===== config.mk =====
export PLATFORM = sky130hd
export DESIGN_NAME = rrf_alloc_ctrl
export DESIGN_NICKNAME = d
export VERILOG_FILES = /design/src/rtl/rrf_alloc_ctrl.sv
export SDC_FILE = /design/constraint.sdc
export NUM_CORES = 1
export LEC_CHECK = 0
export CAP_MARGIN = 20
export CORE_MARGIN = 4
export CORE_UTILIZATION = 52
export CTS_BUF_LIST = sky130_fd_sc_hd__clkbuf_8
export DETAILED_ROUTE_END_ITERATION = 12
export GPL_TIMING_DRIVEN = 0
export PLACE_DENSITY_LB_ADDON = 0.15
export SKIP_LAST_GASP = 1
export SLEW_MARGIN = 20
export SYNTH_ARGS = -nofsm -noshare
export SYNTH_HDL_FRONTEND = slang
export SYNTH_SLANG_ARGS = --single-unit
export TNS_END_PERCENT = 5

===== constraint.sdc =====
create_clock -name clk_i -period 8 [get_ports clk_i]
set_clock_uncertainty 0.2 [all_clocks]
set_input_delay 0.8 -clock clk_i [delete_from_list [all_inputs] [get_ports clk_i]]
set_output_delay 0.8 -clock clk_i [all_outputs]
set_load 0.01 [all_outputs]

===== src/rtl/rrf_alloc_ctrl.sv =====
// Rename-register-file allocator and commit-pointer tracker for the dispatch stage.
// Hands out up to two RRF tags per cycle from a circular buffer, advances the in-order commit
// pointer and keeps the free-entry count.
// Optional mispredict rollback is compiled in when RRF_ALLOC_ROLLBACK_EN is defined.
module rrf_alloc_ctrl #(
  parameter int unsigned RRF_NUM = 64,
  parameter int unsigned RRF_SEL = 6
) (
  input  logic               clk_i,
  input  logic               reset_i,
  input  logic               req1_en_i,
  input  logic               req2_en_i,
  input  logic               stall_i,
  output logic               allocatable_o,
  output logic               alloc_en1_o,
  output logic [RRF_SEL-1:0] alloc_rrftag1_o,
  output logic               alloc_en2_o,
  output logic [RRF_SEL-1:0] alloc_rrftag2_o,
  input  logic               com1_en_i,
  input  logic               com2_en_i,
  output logic [RRF_SEL-1:0] comtag1_o,
  output logic [RRF_SEL-1:0] comtag2_o,
  output logic [RRF_SEL:0]   freenum_o,
  output logic [RRF_SEL-1:0] rrfptr_o,
  output logic               rrfphase_o
`ifdef RRF_ALLOC_ROLLBACK_EN
  ,
  input  logic               rollback_i,
  input  logic [RRF_SEL-1:0] rollback_rrfptr_i
`endif
);

  localparam int unsigned FreeW = RRF_SEL + 1;
  localparam logic [RRF_SEL:0] RrfNumW = FreeW'(RRF_NUM);

  logic [RRF_SEL-1:0] rrfptr_q, rrfptr_d;
  logic [RRF_SEL-1:0] comptr_q, comptr_d;
  logic [RRF_SEL:0]   freenum_q, freenum_d;
  logic               rrfphase_q, rrfphase_d;

  logic [1:0]         reqnum;
  logic [1:0]         granted;
  logic [1:0]         comnum;
  logic               go;
  logic [RRF_SEL:0]   rrf_sum;
  logic [RRF_SEL:0]   com_sum;

`ifdef RRF_ALLOC_ROLLBACK_EN
  // Phase of the commit pointer; the reference for rebuilding rrfphase after a rollback.
  logic               comphase_q, comphase_d;
  logic [RRF_SEL-1:0] rb_dist;
`endif

  // Grant decision: purely from registered state, so same-cycle commits do not help.
  always_comb begin
    reqnum        = {1'b0, req1_en_i} + {1'b0, req2_en_i};
    allocatable_o = (freenum_q >= {{(RRF_SEL-1){1'b0}}, reqnum});
`ifdef RRF_ALLOC_ROLLBACK_EN
    go            = allocatable_o & ~stall_i & ~rollback_i;
`else
    go            = allocatable_o & ~stall_i;
`endif
    alloc_en1_o     = go & req1_en_i;
    alloc_en2_o     = go & req2_en_i;
    alloc_rrftag1_o = rrfptr_q;
    // A lone slot-2 request takes rrfptr itself.
    alloc_rrftag2_o = rrfptr_q + {{(RRF_SEL-1){1'b0}}, req1_en_i};
    granted         = {1'b0, alloc_en1_o} + {1'b0, alloc_en2_o};
    comnum          = {1'b0, com1_en_i} + {1'b0, com2_en_i};
  end

  // Next-state for pointers, phase and free count.
  always_comb begin
    rrf_sum    = {1'b0, rrfptr_q} + {{(RRF_SEL-1){1'b0}}, granted};
    com_sum    = {1'b0, comptr_q} + {{(RRF_SEL-1){1'b0}}, comnum};
    rrfptr_d   = rrf_sum[RRF_SEL-1:0];
    comptr_d   = com_sum[RRF_SEL-1:0];
    // Carry out of the pointer add marks a wrap past RRF_NUM-1.
    rrfphase_d = rrfphase_q ^ rrf_sum[RRF_SEL];
    freenum_d  = freenum_q - {{(RRF_SEL-1){1'b0}}, granted}
                           + {{(RRF_SEL-1){1'b0}}, comnum};
`ifdef RRF_ALLOC_ROLLBACK_EN
    comphase_d = comphase_q ^ com_sum[RRF_SEL];
    rb_dist    = rollback_rrfptr_i - comptr_d;
    if (rollback_i) begin
      // Live window becomes [comptr_next, target); target behind comptr means it wrapped.
      rrfptr_d   = rollback_rrfptr_i;
      freenum_d  = RrfNumW - {1'b0, rb_dist};
      rrfphase_d = comphase_d ^ (rollback_rrfptr_i < comptr_d);
    end
`endif
  end

  // State registers.
  always_ff @(posedge clk_i or negedge reset_i) begin
    if (!reset_i) begin
      rrfptr_q   <= '0;
      comptr_q   <= '0;
      freenum_q  <= RrfNumW;
      rrfphase_q <= 1'b0;
`ifdef RRF_ALLOC_ROLLBACK_EN
      comphase_q <= 1'b0;
`endif
    end else begin
      rrfptr_q   <= rrfptr_d;
      comptr_q   <= comptr_d;
      freenum_q  <= freenum_d;
      rrfphase_q <= rrfphase_d;
`ifdef RRF_ALLOC_ROLLBACK_EN
      comphase_q <= comphase_d;
`endif
    end
  end

  assign comtag1_o  = comptr_q;
  assign comtag2_o  = comptr_q + {{(RRF_SEL-1){1'b0}}, 1'b1};
  assign freenum_o  = freenum_q;
  assign rrfptr_o   = rrfptr_q;
  assign rrfphase_o = rrfphase_q;

endmodule


==> results of run 1 <==
-- metal layers --
metal / track usage, % / share of wire [%] / vias to the layer above
met5: 0 / 0 / -
met3: 4.68 / 5.7 / 11
li1: - / - / 613
met4: 8.26 / 2.9 / 0
met2: 32.2 / 52 / 40
met1: 19.0 / 39 / 591
-- synthesized netlist by cell type (all sizes together), types with 2 or more instances --
cell	count	share of area, %
a211oi	3	1.8
a21o	2	0.97
a21oi	5	1.6
buf	8	3.6
dfrtp	19	31
fa	4	5.2
ha	25	20
inv	25	6.1
nand2	6	1.5
nand2b	4	1.6
nand3	6	1.9
nand3b	2	0.97
nand4	2	0.81
nor2	8	1.9
nor3	2	0.65
nor3b	2	0.97
o211ai	2	0.97
xnor2	9	5.1
xor2	11	6.2
-- registers in the layout, summed over array words and instances (netlist names) --
signal           flops
alloc_rrftag1_o      6
freenum_o            7
comtag1_o            6
rrfphase_o           1
-- critical path: cells and delay by family --
| kind | cells | cell delay [ns] |
|---|---|---|
| fa+ha+maj | 5 | 1.59 |
| buf+inv | 3 | 0.64 |
| simple gates | 2 | 0.49 |
| compound gates | 4 | 0.87 |
-- cell families after synthesis --
logic type                 count (synthesis)
AOI/OAI and AO/OA                         18
xor gates and xnor gates                  20
adders and majority gates                 29
buffers and inverters                     34
DFF                                       20
and+or+nand+nor                           36
-- stage by stage --
stage / setup slack [ns] / util (%) / hold slack [ns] / power (mW) / std cells
floorplan: 4.08 / - / 0.304 / 0.640 / 157
global placement: 3.38 / 73.4 / 0.257 / 0.924 / 235
detailed placement: 3.35 / 73.4 / 0.307 / 0.956 / 235
CTS: 3.58 / 75.0 / 0.319 / 1.03 / 239
global route: 3.31 / 75.0 / 0.339 / 1.11 / 239
finish: 3.58 / 75.0 / 0.318 / 1.02 / 239
-- where the power goes --
group	switching [mW]	internal, mW	leakage (nW)
Clock	0.0343	0.0342	0.0269
Sequential	0.0598	0.160	0.237
Combinational	0.338	0.396	0.741
-- final cells by class --
| class | count | area (µm²) |
|---|---|---|
| multi-input cells | 103 | 893 |
| plain buffers | 9 | 60.1 |
| flip-flops and latches | 20 | 502 |
| clock inverters | 1 | 3.75 |
| fillers | 223 | 702 |
| repair buffers | 47 | 470 |
| inverters | 25 | 93.8 |
| well taps | 31 | 38.8 |
| clock buffers | 3 | 41.3 |
-- how the worst min path moves through the flow --
stage,slack [ns],cells after the start,from,to
3_3_place_gp,0.26,1,rrfphase_o,rrfphase_o
2_1_floorplan,0.30,0,reset_i,alloc_rrftag1_o[0]
4_1_cts,0.32,1,rrfphase_o,rrfphase_o
5_1_grt,0.34,1,rrfphase_o,rrfphase_o
6_report,0.32,1,rrfphase_o,rrfphase_o
3_5_place_dp,0.31,1,rrfphase_o,rrfphase_o
==> impl_metrics.json, run 1 <==
{
  "status": "finished, final reports clean",
  "synthXorXnorAreaFrac_pct": 11.3,
  "r2r-end": "freenum_o[6]",
  "die-width_um": 62.6,
  "grt_max_degree": 21,
  "via_count": 1255,
  "max_freq_mhz": 226,
  "antenna_found_initial": 0,
  "crit_slowest_cell": "clkdlybuf4s50_1",
  "cp-endpoint": "freenum_o[6]",
  "cp_cell_sequence": "clkdlybuf4s50_1 -> ha_1 -> inv_1 -> ha_1 -> or3b_1 -> o221ai_2 -> a21oi_1 -> ha_1 -> fa_1 -> inv_1 -> fa_1 -> a211oi_1 -> nor3_1 -> a211oi_2",
  "drt_iter0_drc": 23,
  "layout_commonest_cell": "clkdlybuf4s50_1",
  "crit_type": "input port to flip-flop",
  "max_cap_violations": 0,
  "vdd_drop_max_mv": 0.325,
  "first_pass_iters": 4,
  "ys_ff_latch": 20,
  "synth_compound_area_share_pct": 8.80,
  "io_buffers": 47,
  "rrSetupSlack_ns": 4.33,
  "synth_area_um2": 1550,
  "cpMostUsedCell": "ha_1",
  "power.leakage_nw": 1.00,
  "clkLatencyLatePin_ns": 0.26,
  "drc_errors": 0,
  "cpPeakStageDelay_ns": 0.53,
  "hold_viol": 0,
  "clockBufferDepth": 2,
  "fp-row-count": 19,
  "clock_sinks": 20,
  "synth_top_family_by_area": "adder cells",
  "area_delta_synth_final_pct": 35.8,
  "fin_nets": 245,
  "synth_edf_count": 0,
  "dpl_cell_area_um2": 2060,
  "endpoint_kind": "flip-flop",
  "setup_tns_ns": 0,
  "slew_viol_final": 0,
  "synth_flop_cell": "dfrtp_1",
  "cts_resized": 0,
  "required_ns": 7.98,
  "ys_seq_area_share_pct": 32.4,
  "cp_max_fo": 3,
  "viasPerCell": 5.25,
  "post_cts_buffers": 0,
  "rsz0062_at_grt": "false",
  "post-dp-hpwl_um": 2690,
  "initial_utilization_pct": 55.2,
  "fp.coreArea_um2": 2810,
  "worst_hold_path_type": "flip-flop to flip-flop",
  "synth_cell_type_count": 33,
  "wl_per_cell_um": 14.0,
  "dieHeight_um": 62.6,
  "postSynthCellCount": 157,
  "grt_usage_pct": 17.7,
  "ctsHoldBuffers": 0,
  "p_per_area_nw_per_um2": 486,
  "cts_max_level": 1,
  "synthMuxAreaShare_pct": 0,
  "num_io_pins": 48,
  "critPathLaunch": "req1_en_i",
  "synthAdderAreaFrac_pct": 25.4,
  "antenna_cells": 0,
  "grt_pass1_wl_um": 5580,
  "r2r_cells": 12,
  "cts_buffers": 3,
  "path_clk_slew_ns": 0.08,
  "postRouteAntennaNets": 0,
  "r2r-start": "freenum_o[4]",
  "root_buffer": "clkbuf_8",
  "drive_above_1_share_pct": 7.21,
  "cts_tree": "built",
  "synth_nets": 193,
  "synthSimpleGateAreaFrac_pct": 12.2,
  "grt_pass1_vias": 1301,
  "worst_pin_slew_ns": 0.935,
  "gp_congestion": 0.861,
  "setup_viol": 0,
  "postSynthAreaPerCell_um2": 9.87,
  "ys_warn_count": 0,
  "finalWirelength_um": 3340,
  "gr-total-overflow": 0,
  "setup.worst_path.start_class": "input port",
  "async_flop_share_pct": 100,
  "slew_headroom_pct": 37.4,
  "timing.final.crit_period_ns": 4.42,
  "critPathArrivalTime_ns": 4.40,
  "dieArea_um2": 3920,
  "layout_common_cells": "47 x clkdlybuf4s50_1, 26 x inv_1, 25 x ha_1",
  "layout_worst_path_cycle_share_pct": 55.2,
  "fin_area_um2": 2100
}
Power figures use the tool's default switching activity.
==> run 2: changes to the inputs <==
- CORE_UTILIZATION: 52 -> 48
- clock period: 8 -> 4.4 ns (I/O delays scaled with it)
==> run 2 against run 1 <==
Clock-buffer cell count is the same; critical path type unchanged; first-iteration DRC count rose to 2.6 times the previous value; die area grew 7.2%.
==> impl_metrics.json, run 2 (synthesized netlist as in run 1, its figures left out) <==
{
  "timing.final.crit_period_ns": 4.07,
  "cts_buffers": 3,
  "slew_headroom_pct": 38.6,
  "root_buffer": "clkbuf_8",
  "max_freq_mhz": 246,
  "wl_per_cell_um": 12.9,
  "drt_iter0_drc": 59,
  "finalWirelength_um": 3240,
  "ctsHoldBuffers": 0,
  "drc_errors": 0,
  "antenna_cells": 0,
  "clkLatencyLatePin_ns": 0.26,
  "dieHeight_um": 64.8,
  "fp.coreArea_um2": 3080,
  "largest_reg_flops": 7,
  "io_buffers": 47,
  "dieArea_um2": 4200,
  "gp_congestion": 0.805,
  "path_clk_slew_ns": 0.08,
  "vdd_drop_max_mv": 0.550,
  "switching_share_pct": 42.1,
  "grt_max_degree": 21,
  "clockBufferDepth": 2,
  "num_io_pins": 48,
  "layout_worst_path_cycle_share_pct": 92.4,
  "power.switching_mw": 0.778,
  "endpoint_kind": "flip-flop",
  "worst_pin_slew_ns": 0.918,
  "layout_commonest_cell": "clkdlybuf4s50_1",
  "die-width_um": 64.8,
  "rsz0062_at_grt": "false",
  "max_cap_violations": 0,
  "sequentialPowerShare_pct": 21.6,
  "grt_pass1_vias": 1338,
  "status": "finished, final reports clean",
  "p_per_area_nw_per_um2": 872,
  "power.leakage_nw": 1.00,
  "cts_tree": "built",
  "initial_utilization_pct": 50.3,
  "antenna_found_initial": 0,
  "dpl_cell_area_um2": 2070,
  "postRouteAntennaNets": 0,
  "setup.worst_path.start_class": "input port",
  "power_frac_comb_pct": 71.5,
  "post_cts_buffers": 0,
  "p_int_mw": 1.07,
  "clkPwrFrac_pct": 6.8,
  "clock_sinks": 20,
  "worst_hold_path_type": "flip-flop to flip-flop",
  "drive_above_1_share_pct": 7.21,
  "viasPerCell": 4.96,
  "cts_resized": 0,
  "grt_pass1_wl_um": 5910,
  "finish.utilization_pct": 68.9,
  "required_ns": 4.39,
  "cts_max_level": 1,
  "setup_tns_ns": 0,
  "layout_common_cells": "47 x clkdlybuf4s50_1, 26 x inv_1, 25 x ha_1",
  "grt_usage_pct": 17.8,
  "post-dp-hpwl_um": 2680,
  "slew_viol_final": 0,
  "first_pass_iters": 4,
  "setup_viol": 0,
  "area_delta_synth_final_pct": 36.8,
  "via_count": 1251,
  "fin_nets": 245,
  "fp-row-count": 20,
  "crit_type": "input port to flip-flop",
  "critPathArrivalTime_ns": 4.06,
  "gr-total-overflow": 0,
  "hold_viol": 0,
  "fin_area_um2": 2120,
  "cp_max_fo": 3
}
## run 2: cell counts in the layout (fill, tap and decap cells not counted)
No cell type changed its count.
## run 2: stage by stage
step	total power [mW]	std cells	setup WS, ns	hold WS, ns
after floorplan	1.16	157	0.840	-0.0556
after global placement	1.69	248	0.102	0.259
after detailed placement	1.74	248	0.0526	0.265
after CTS	1.87	252	0.319	0.279
after global routing	2.04	252	0.0910	0.293
final	1.85	252	0.333	0.278
## run 2: final cells by class
type	instances	area, µm²
Timing Repair Buffer	47	470
Clock inverter	1	3.75
Sequential cell	20	502
Multi-Input combinational cell	103	893
Tap cell	44	55.1
Inverter	25	93.8
Clock buffer	3	41.3
Fill cell	267	958
Buffer	9	60.1
## run 2: power by group through the flow
stage / sequential [mW] / combinational, mW / clock (mW)
floorplan: 0.427 / 0.737 / 0
global placement: 0.399 / 1.29 / 0
detailed placement: 0.403 / 1.34 / 0
CTS: 0.401 / 1.34 / 0.130
global route: 0.423 / 1.48 / 0.136
finish: 0.400 / 1.32 / 0.127
## run 2: layer usage
metal | track usage (%) | wire length (µm)
met5 | 0 | 0
met4 | 7.12 | 68
met3 | 3.64 | 206
met2 | 30.5 | 1500
met1 | 21.7 | 1460
## run 2: final timing paths
check | from | end | slack [ns] | cells past startpoint
hold reg to reg | rrfphase_o | rrfphase_o | 0.28 | 1
setup reg to reg | freenum_o[3] | freenum_o[6] | 0.70 | 12
setup / recovery | req1_en_i | freenum_o[6] | 0.33 | 14
min in group asynchronous | reset_i | alloc_rrftag1_o[0] | 0.49 | 1
hold / removal | rrfphase_o | rrfphase_o | 0.28 | 1
max in group asynchronous | reset_i | comtag1_o[4] | 2.95 | 1
## run 2: worst max-delay path, stage by stage
cell and delay, ns:
clkdlybuf4s50_1 0.53, ha_1 0.16, inv_1 0.04, ha_1 0.16
or3b_1 0.38, o221ai_2 0.19, a21oi_1 0.13, ha_1 0.27
fa_1 0.52, inv_1 0.07, fa_1 0.49, a211oi_1 0.36
nor3_1 0.12, a211oi_2 0.19
==> run 3: changes to the inputs <==
- CORE_MARGIN: 4 -> not set
==> run 3 against run 2 <==
Die area decreased by 18%; power up 2.9%; design area rose by 1.2%; global-route usage up 1.9 points; via count decreased by 1.8%; core utilization is 1.4 points higher; cell count stayed put; highest routed layer unchanged.
==> impl_metrics.json, run 3 (synthesized netlist as in run 1, its figures left out) <==
{
  "setup.worst_path.start_class": "input port",
  "holdPathEnd": "rrfphase_o",
  "required_ns": 4.38,
  "post-dp-hpwl_um": 2600,
  "area_delta_synth_final_pct": 38.5,
  "crit_type": "input port to flip-flop",
  "cts_max_level": 1,
  "initial_utilization_pct": 50.7,
  "power_frac_comb_pct": 69.4,
  "critPathLaunch": "req1_en_i",
  "viasPerCell": 4.87,
  "grt_max_degree": 21,
  "slew_headroom_pct": 38.0,
  "grt_usage_pct": 19.7,
  "clkPwrFrac_pct": 9.7,
  "dieHeight_um": 58.8,
  "worst_hold_path_type": "flip-flop to flip-flop",
  "cts_tree": "built",
  "drive_above_1_share_pct": 7.69,
  "wl_met2_um": 1660,
  "gp_congestion": 0.800,
  "critPathArrivalTime_ns": 4.10,
  "postRouteAntennaNets": 0,
  "p_per_area_nw_per_um2": 887,
  "setup_tns_ns": 0,
  "rsz0062_at_grt": "false",
  "vdd_drop_max_mv": 0.394,
  "cts_resized": 0,
  "slew_viol_final": 0,
  "layout_commonest_cell": "clkdlybuf4s50_1",
  "switching_share_pct": 40.7,
  "top_layer": "met4",
  "finalWirelength_um": 3160,
  "setup_viol": 0,
  "holdPathStages": 1,
  "cts_buffers": 3,
  "worst_pin_slew_ns": 0.927,
  "p_int_mw": 1.13,
  "wl_met1_um": 1330,
  "num_io_pins": 48,
  "fin_nets": 245,
  "die-width_um": 58.8,
  "path_clk_slew_ns": 0.08,
  "r2r-end": "freenum_o[6]",
  "r2r-start": "freenum_o[3]",
  "gr-total-overflow": 0,
  "rrSetupSlack_ns": 0.65,
  "root_buffer": "clkbuf_8",
  "dieArea_um2": 3460,
  "first_pass_iters": 4,
  "r2r_cells": 12,
  "max_cap_violations": 0,
  "power_mw": 1.90,
  "antenna_cells": 0,
  "clock_sinks": 20,
  "io_buffers": 47,
  "max_freq_mhz": 243,
  "hold_viol": 0,
  "layout_common_cells": "47 x clkdlybuf4s50_1, 25 x inv_1, 25 x ha_1",
  "power.leakage_nw": 1.01,
  "endpoint_kind": "flip-flop",
  "largest_reg_flops": 7,
  "post_cts_buffers": 0,
  "grt_pass1_vias": 1225,
  "wl_per_cell_um": 12.5,
  "wl_met3_um": 141,
  "cp_max_fo": 3,
  "antenna_found_initial": 0,
  "via_count": 1228,
  "grt_pass1_wl_um": 5160,
  "power.switching_mw": 0.774,
  "fp-row-count": 20,
  "sequentialPowerShare_pct": 20.9,
  "ctsHoldBuffers": 0,
  "drt_iter0_drc": 29,
  "hp-start": "rrfphase_o",
  "fp.coreArea_um2": 3050,
  "layout_worst_path_cycle_share_pct": 93.5,
  "timing.final.crit_period_ns": 4.11,
  "clockBufferDepth": 2,
  "drc_errors": 0,
  "clkLatencyLatePin_ns": 0.26,
  "status": "finished, final reports clean"
}
## run 3: cell types whose count changed in the layout (fill, tap and decap cells not counted)
| cell | delta |
|---|---|
| bufinv_16 | +1 |
| inv_1 | -1 |
## run 3: cell type report
cell class,count,area [µm²]
clock buffers,3,41.3
repair buffers,47,470
fillers,251,907
inverters,25,93.8
clock inverters,1,30.0
well taps,44,55.1
multi-input cells,103,893
plain buffers,9,60.1
flip-flops and latches,20,502
## run 3: worst max-delay path by stage
stage / endpoint / cells past startpoint
after floorplan: freenum_o[6] / 13
after global placement: freenum_o[6] / 14
after detailed placement: freenum_o[6] / 14
after CTS: freenum_o[6] / 14
after global routing: freenum_o[6] / 14
final: freenum_o[6] / 14
## run 3: per-stage QoR
step | util [%] | worst slack [ns] | hold WS (ns) | instance area (µm²) | instances
finish | 70.3 | 0.285 | 0.268 | 2150 | 252
global route | 70.3 | 0.114 | 0.286 | 2150 | 252
CTS | 70.3 | 0.279 | 0.272 | 2150 | 252
detailed placement | 68.0 | 0.0153 | 0.257 | 2070 | 248
global placement | 68.0 | 0.130 | 0.256 | 2070 | 248
floorplan | - | 0.840 | -0.0556 | 1550 | 157
## run 3: metal layers
metal	track usage, %	up-vias
met3	2.86	4
met5	0	-
met4	6.80	0
met2	36.7	33
li1	-	614
met1	22.9	577
## run 3: critical path: stages
cell	delay (ns)
clkdlybuf4s50_1	0.53
ha_1	0.16
inv_1	0.04
ha_1	0.16
or3b_1	0.38
o221ai_2	0.19
a21oi_1	0.13
ha_1	0.29
fa_1	0.53
inv_1	0.07
fa_1	0.48
a211oi_1	0.39
nor3_1	0.12
a211oi_2	0.19
## run 3: power by group through the flow
stage	combinational [mW]	sequential, mW	clock [mW]
after global placement	1.28	0.397	0
after global routing	1.45	0.414	0.195
after floorplan	0.737	0.427	0
after detailed placement	1.32	0.403	0
after CTS	1.33	0.401	0.188
final	1.32	0.398	0.184
==> variant 1, RTL diff (settings of run 3) <==
Build with the macro `RRF_ALLOC_ROLLBACK_EN` defined.
--- a/src/rtl/rrf_alloc_ctrl.sv
+++ b/src/rtl/rrf_alloc_ctrl.sv
@@ -2,6 +2,8 @@
 // Hands out up to two RRF tags per cycle from a circular buffer, advances the in-order commit
 // pointer and keeps the free-entry count.
 // Optional mispredict rollback is compiled in when RRF_ALLOC_ROLLBACK_EN is defined.
+`define RRF_ALLOC_ROLLBACK_EN
+
 module rrf_alloc_ctrl #(
   parameter int unsigned RRF_NUM = 64,
   parameter int unsigned RRF_SEL = 6
Interface: changed (added rollback_i and rollback_rrfptr_i); port bits go from 48 to 55. No check against the original RTL was run, so the function may have changed too.
==> variant 1 against run 3 <==
Synthesized area increased by 32%; final area rose by 27%; worst setup slack got worse by 0.067 ns; maximum frequency down 1.6%; sequential share of layout area is 4.0 points lower; sequential cell count grew 1; wire length rose by 33%; power increased by 9.4%; combinational power rose by 21%; critical endpoint is now freenum_o[5]; highest routed layer unchanged.
==> variant 1: results (changes against run 3) <==
sequential element share of the synthesized area -> 25.9% (-6.5 points)
Post-Synth Adder-Cell Area -> 24.6% (-0.79 points)
critical-path cell with the highest stage delay -> fa_1
worst vdd ir -> 0.422 mV (+7.0%)
routed vias/inst -> 4.99 (+2.5%)
DP Area -> 2630 um^2 (+27%)
number of global-route vias before repair -> 1467 (+20%)
Worst Path Arrival -> 4.15 ns (+0.05 ns)
pin count of the biggest net entering global routing -> 22 (+4.8%)
xor/xnor share of the synthesized area -> 11.6% (+0.30 points)
leakage -> 1.27 nW (+25%)
Worst path max stage delay -> 0.50 ns (-0.03 ns)
placer's final routability congestion estimate -> 0.806 (+0.78%)
routed wire length -> 4190 um (+33%)
Iteration-0 DRC Markers -> 40 (+38%)
Cell variety after synth -> 42 (+27%)
ys async rst share -> 100% (unchanged)
compound-cell area share of the yosys netlist -> 11.8% (+3.0 points)
Post-Syn Instances -> 219 (+39%)
share of cells above drive strength 1 -> 12.9% (+5.3 points)
via count -> 1638 (+33%)
post-synthesis net count -> 270 (+40%)
clock latency on the worst-skew pair -> 0.25 ns
IO Port Bufs -> 53 (+13%)
status -> finished, final reports clean
most frequent cells after synthesis -> ha_1, inv_1, dfrtp_1
global-route wire length before repair -> 6800 um (+32%)
multiplexer share of the synthesized area -> 3.13% (+3.1 points)
placed wire-length estimate -> 3450 um (+33%)
synth top area cells -> dfrtp_1, ha_1, xnor2_1
type of the most critical hold path -> register to register
worst hold margin -> 0.285 ns (+0.0167 ns)
-- variant 1: layer usage --
metal  share of wire, %  routed length (um)  global-route usage [%]
met1                 49                2060                    28.3
met2                 46                1920                    32.1
met3                4.2                 175                    2.03
met4               0.88                  37                    3.99
met5                  0                   0                       0
-- variant 1: path summary, 6_finish.rpt --
| path | endpoint | depth (start not counted) | start |
|---|---|---|---|
| hold reg to reg | comphase_q | 1 | comphase_q |
| hold / removal | comphase_q | 1 | comphase_q |
| max in group asynchronous | freenum_o[6] | 2 | reset_i |
| min in group asynchronous | alloc_rrftag1_o[5] | 2 | reset_i |
| setup reg to reg | freenum_o[5] | 15 | freenum_o[1] |
| setup / recovery | freenum_o[5] | 18 | req2_en_i |
-- variant 1: per-stage QoR --
step | power [mW] | setup slack (ns)
global placement | 1.91 | -0.176
detailed placement | 1.93 | -0.222
CTS | 2.07 | 0.0117
floorplan | 1.42 | 0.337
global route | 2.29 | -0.0131
finish | 2.08 | 0.219
-- variant 1: repair_timing --
| item | 4_1_cts | 5_1_grt |
|---|---|---|
| endpoints found under the hold margin | 0 | 20 |
| hold buffers | 0 | 1 |
| endpoints found under the setup margin | 0 | 2 |
| resized for setup | 0 | 9 |
| setup buffers | 0 | 1 |
-- variant 1: cell type report --
cell class | count | area [um^2]
multi-input combinational | 155 | 1330
fill | 353 | 1310
timing repair buffer | 55 | 546
sequential | 21 | 527
inverter | 30 | 113
buffer | 13 | 92.6
tap | 50 | 62.6
clock buffer | 3 | 41.3
clock inverter | 1 | 3.75
-- variant 1: where the power goes --
group          internal, mW  leakage, nW  switching, mW
Combinational         0.814        0.997          0.784
Clock                0.0620       0.0269         0.0603
Sequential            0.282        0.246         0.0794
Total                  1.16         1.27          0.924
-- variant 1: logic make-up (layout without fill, tap and decap cells) --
| group | Yosys count | after routing |
|---|---|---|
| and+or+nand+nor | 50 | 50 |
| buffers and inverters | 43 | 102 |
| xor gates and xnor gates | 27 | 27 |
| muxes | 6 | 6 |
| adders and majority gates | 37 | 37 |
| DFF | 21 | 21 |
| AOI/OAI and AO/OA | 35 | 35 |
-- variant 1: worst max-delay path: cells and delay by family --
| kind | cells | cell delay [ns] |
|---|---|---|
| fa+ha+maj | 5 | 1.39 |
| compound gates | 6 | 1.03 |
| buf+inv | 3 | 0.57 |
| mux | 1 | 0.37 |
| simple gates | 3 | 0.34 |
==> variant 2, RTL diff (settings of run 3) <==
Made on the original files. Reset style: synchronous (`reset_i`), changed in one clocked block.
--- a/src/rtl/rrf_alloc_ctrl.sv
+++ b/src/rtl/rrf_alloc_ctrl.sv
@@ -92,7 +92,7 @@
   end
 
   // State registers.
-  always_ff @(posedge clk_i or negedge reset_i) begin
+  always_ff @(posedge clk_i) begin
     if (!reset_i) begin
       rrfptr_q   <= '0;
       comptr_q   <= '0;
Behaviour: differs if reset_i is asserted again (counterexample within 4 cycles, from zero or initial values and one cycle with reset_i low); with reset_i held inactive, the same outputs for 10 cycles.
==> variant 2 against run 3 <==
Final cell count is 7.9% higher; synthesized area is 1.2% higher; wire length is 11% higher; register-to-register slack better by 0.19 ns; sequential cell count stayed put; worst setup slack better by 0.042 ns; final area is 0.87% higher; critical path type unchanged; critical endpoint is now freenum_o[6]; highest routed layer unchanged.
Power is not compared: it rests on default switching activity, and its combinational part moved more than twofold at a synthesized area within 25%.
==> variant 2: results (changes against run 3) <==
status -> finished, final reports clean
DP Area -> 2090 um^2 (+0.90%)
crit path launch -> req1_en_i
pin count of the biggest net entering global routing -> 13 (-38%)
clk tree area frac -> 3.29% (-0.029 points)
R2R depth -> 13 (+1)
RR Startpoint -> freenum_o[2]
IO Port Bufs -> 47 (unchanged)
Non-clock buffers -> 57 (+1.8%)
final net count -> 265 (+8.2%)
compound-cell area share of the yosys netlist -> 11.1% (+2.3 points)
Post-Synth Adder-Cell Area -> 25.1% (-0.30 points)
GRT Util Overall -> 21.3% (+1.6 points)
worst setup path end -> freenum_o[6]
CLK BUF -> 3 (unchanged)
worst r2r dst -> freenum_o[6]
cell area after layout -> 2160 um^2 (+0.87%)
number of fill cells -> 246 (-2.0%)
die width -> 59.2 um (+0.59%)
switching power -> 0.424 mW
R2R Setup Slk -> 0.84 ns (+0.19 ns)
crit-path max FO -> 3 (unchanged)
Multi-Input Combinational -> 123 (+19%)
via count -> 1411 (+15%)
grt met3 use -> 1.97% (-0.89 points)
leading area contributor after synthesis -> dfxtp_1
synth top area cells -> dfxtp_1, ha_1, inv_1
global-route wire length before repair -> 5720 um (+11%)
Iteration-0 DRC Markers -> 52 (+79%)
sequential element share of the synthesized area -> 25.5% (-6.9 points)
buffer count from post-CTS setup fixing -> 0 (unchanged)
placed wire-length estimate -> 2750 um (+5.8%)
met1 usage -> 26.7% (+3.8 points)
Sw Ratio -> 38.6%
post-synthesis net count -> 213 (+10%)
fraction of area in multi-input gates -> 46.6% (+5.0 points)
NonClk Buf Share -> 24.9% (+0.19 points)
clock slew at reported path FFs -> 0.08 ns (about the same)
GR Layer Usage met2 -> 37.7% (+0.97 points)
xor/xnor share of the synthesized area -> 7.26% (-4.0 points)
drt pass-1 iters -> 4 (unchanged)
max reg flops -> 7 (unchanged)
Longest Clk Path Bufs -> 2 (unchanged)
Cell variety after synth -> 38 (+15%)
Worst path max stage delay -> 0.47 ns (-0.06 ns)
placer's final routability congestion estimate -> 0.790 (-1.3%)
share of cells above drive strength 1 -> 6.58% (-1.1 points)
Slew @ Worst Pin -> 0.444 ns (-0.482 ns)
DR WL/cell -> 12.9 um (+2.9%)
ys async rst share -> 0% (-100 points)
Worst Path Arrival -> 4.05 ns (-0.05 ns)
initial antenna violation count -> 0 (unchanged)
#FFs+latches synth -> 20 (unchanged)
most frequent cells after synthesis -> ha_1, inv_1, dfxtp_1
inverters -> 24 (-4.0%)
multiplexer share of the synthesized area -> 1.28% (+1.3 points)
fraction of area in registers -> 18.5% (-4.9 points)
==> variant 2: how the worst min path moves through the flow <==
| stage | startpoint | endpoint | slack [ns] | depth (start not counted) |
|---|---|---|---|---|
| after floorplan | rrfphase_o | rrfphase_o | 0.30 | 2 |
| after global placement | rrfphase_o | rrfphase_o | 0.28 | 2 |
| after detailed placement | rrfphase_o | rrfphase_o | 0.30 | 2 |
| after CTS | rrfphase_o | rrfphase_o | 0.32 | 2 |
| after global routing | rrfphase_o | rrfphase_o | 0.34 | 2 |
| final | rrfphase_o | rrfphase_o | 0.31 | 2 |
==> variant 2: timing repair <==
action / in CTS / in global routing
hold buffers: 0 / 0
gates resized for setup: 0 / 1
hold endpoints to repair: 0 / 0
setup endpoints to repair: 0 / 1
==> variant 2: critical path, delay by kind of cell <==
kind	cells	cell delay, ns
compound gates	4	0.90
fa+ha+maj	6	1.90
buf+inv	2	0.52
simple gates	2	0.29
==> variant 2: per-stage QoR <==
stage	cells	TNS [ns]	worst slack, ns
5_1_grt	272	0	0.120
3_5_place_dp	268	-0.0161	-0.0161
2_1_floorplan	177	0	0.678
3_3_place_gp	268	0	0.0320
6_report	272	0	0.328
4_1_cts	272	0	0.251
==> variant 2: kinds of logic (layout without fill, tap and decap cells) <==
family / after synthesis / in the layout
AND/OR/NAND/NOR: 51 / 51
adder cells (fa/ha/maj): 29 / 29
XOR/XNOR: 13 / 13
flip-flops: 20 / 20
buffers and inverters: 34 / 85
multiplexers: 2 / 2
AO/OA/AOI/OAI: 28 / 28
==> variant 2: per-layer routing <==
layer	vias to the layer above	routed length, um
met5	-	0
met1	660	1630
met4	0	68
li1	696	-
met3	8	134
met2	47	1670
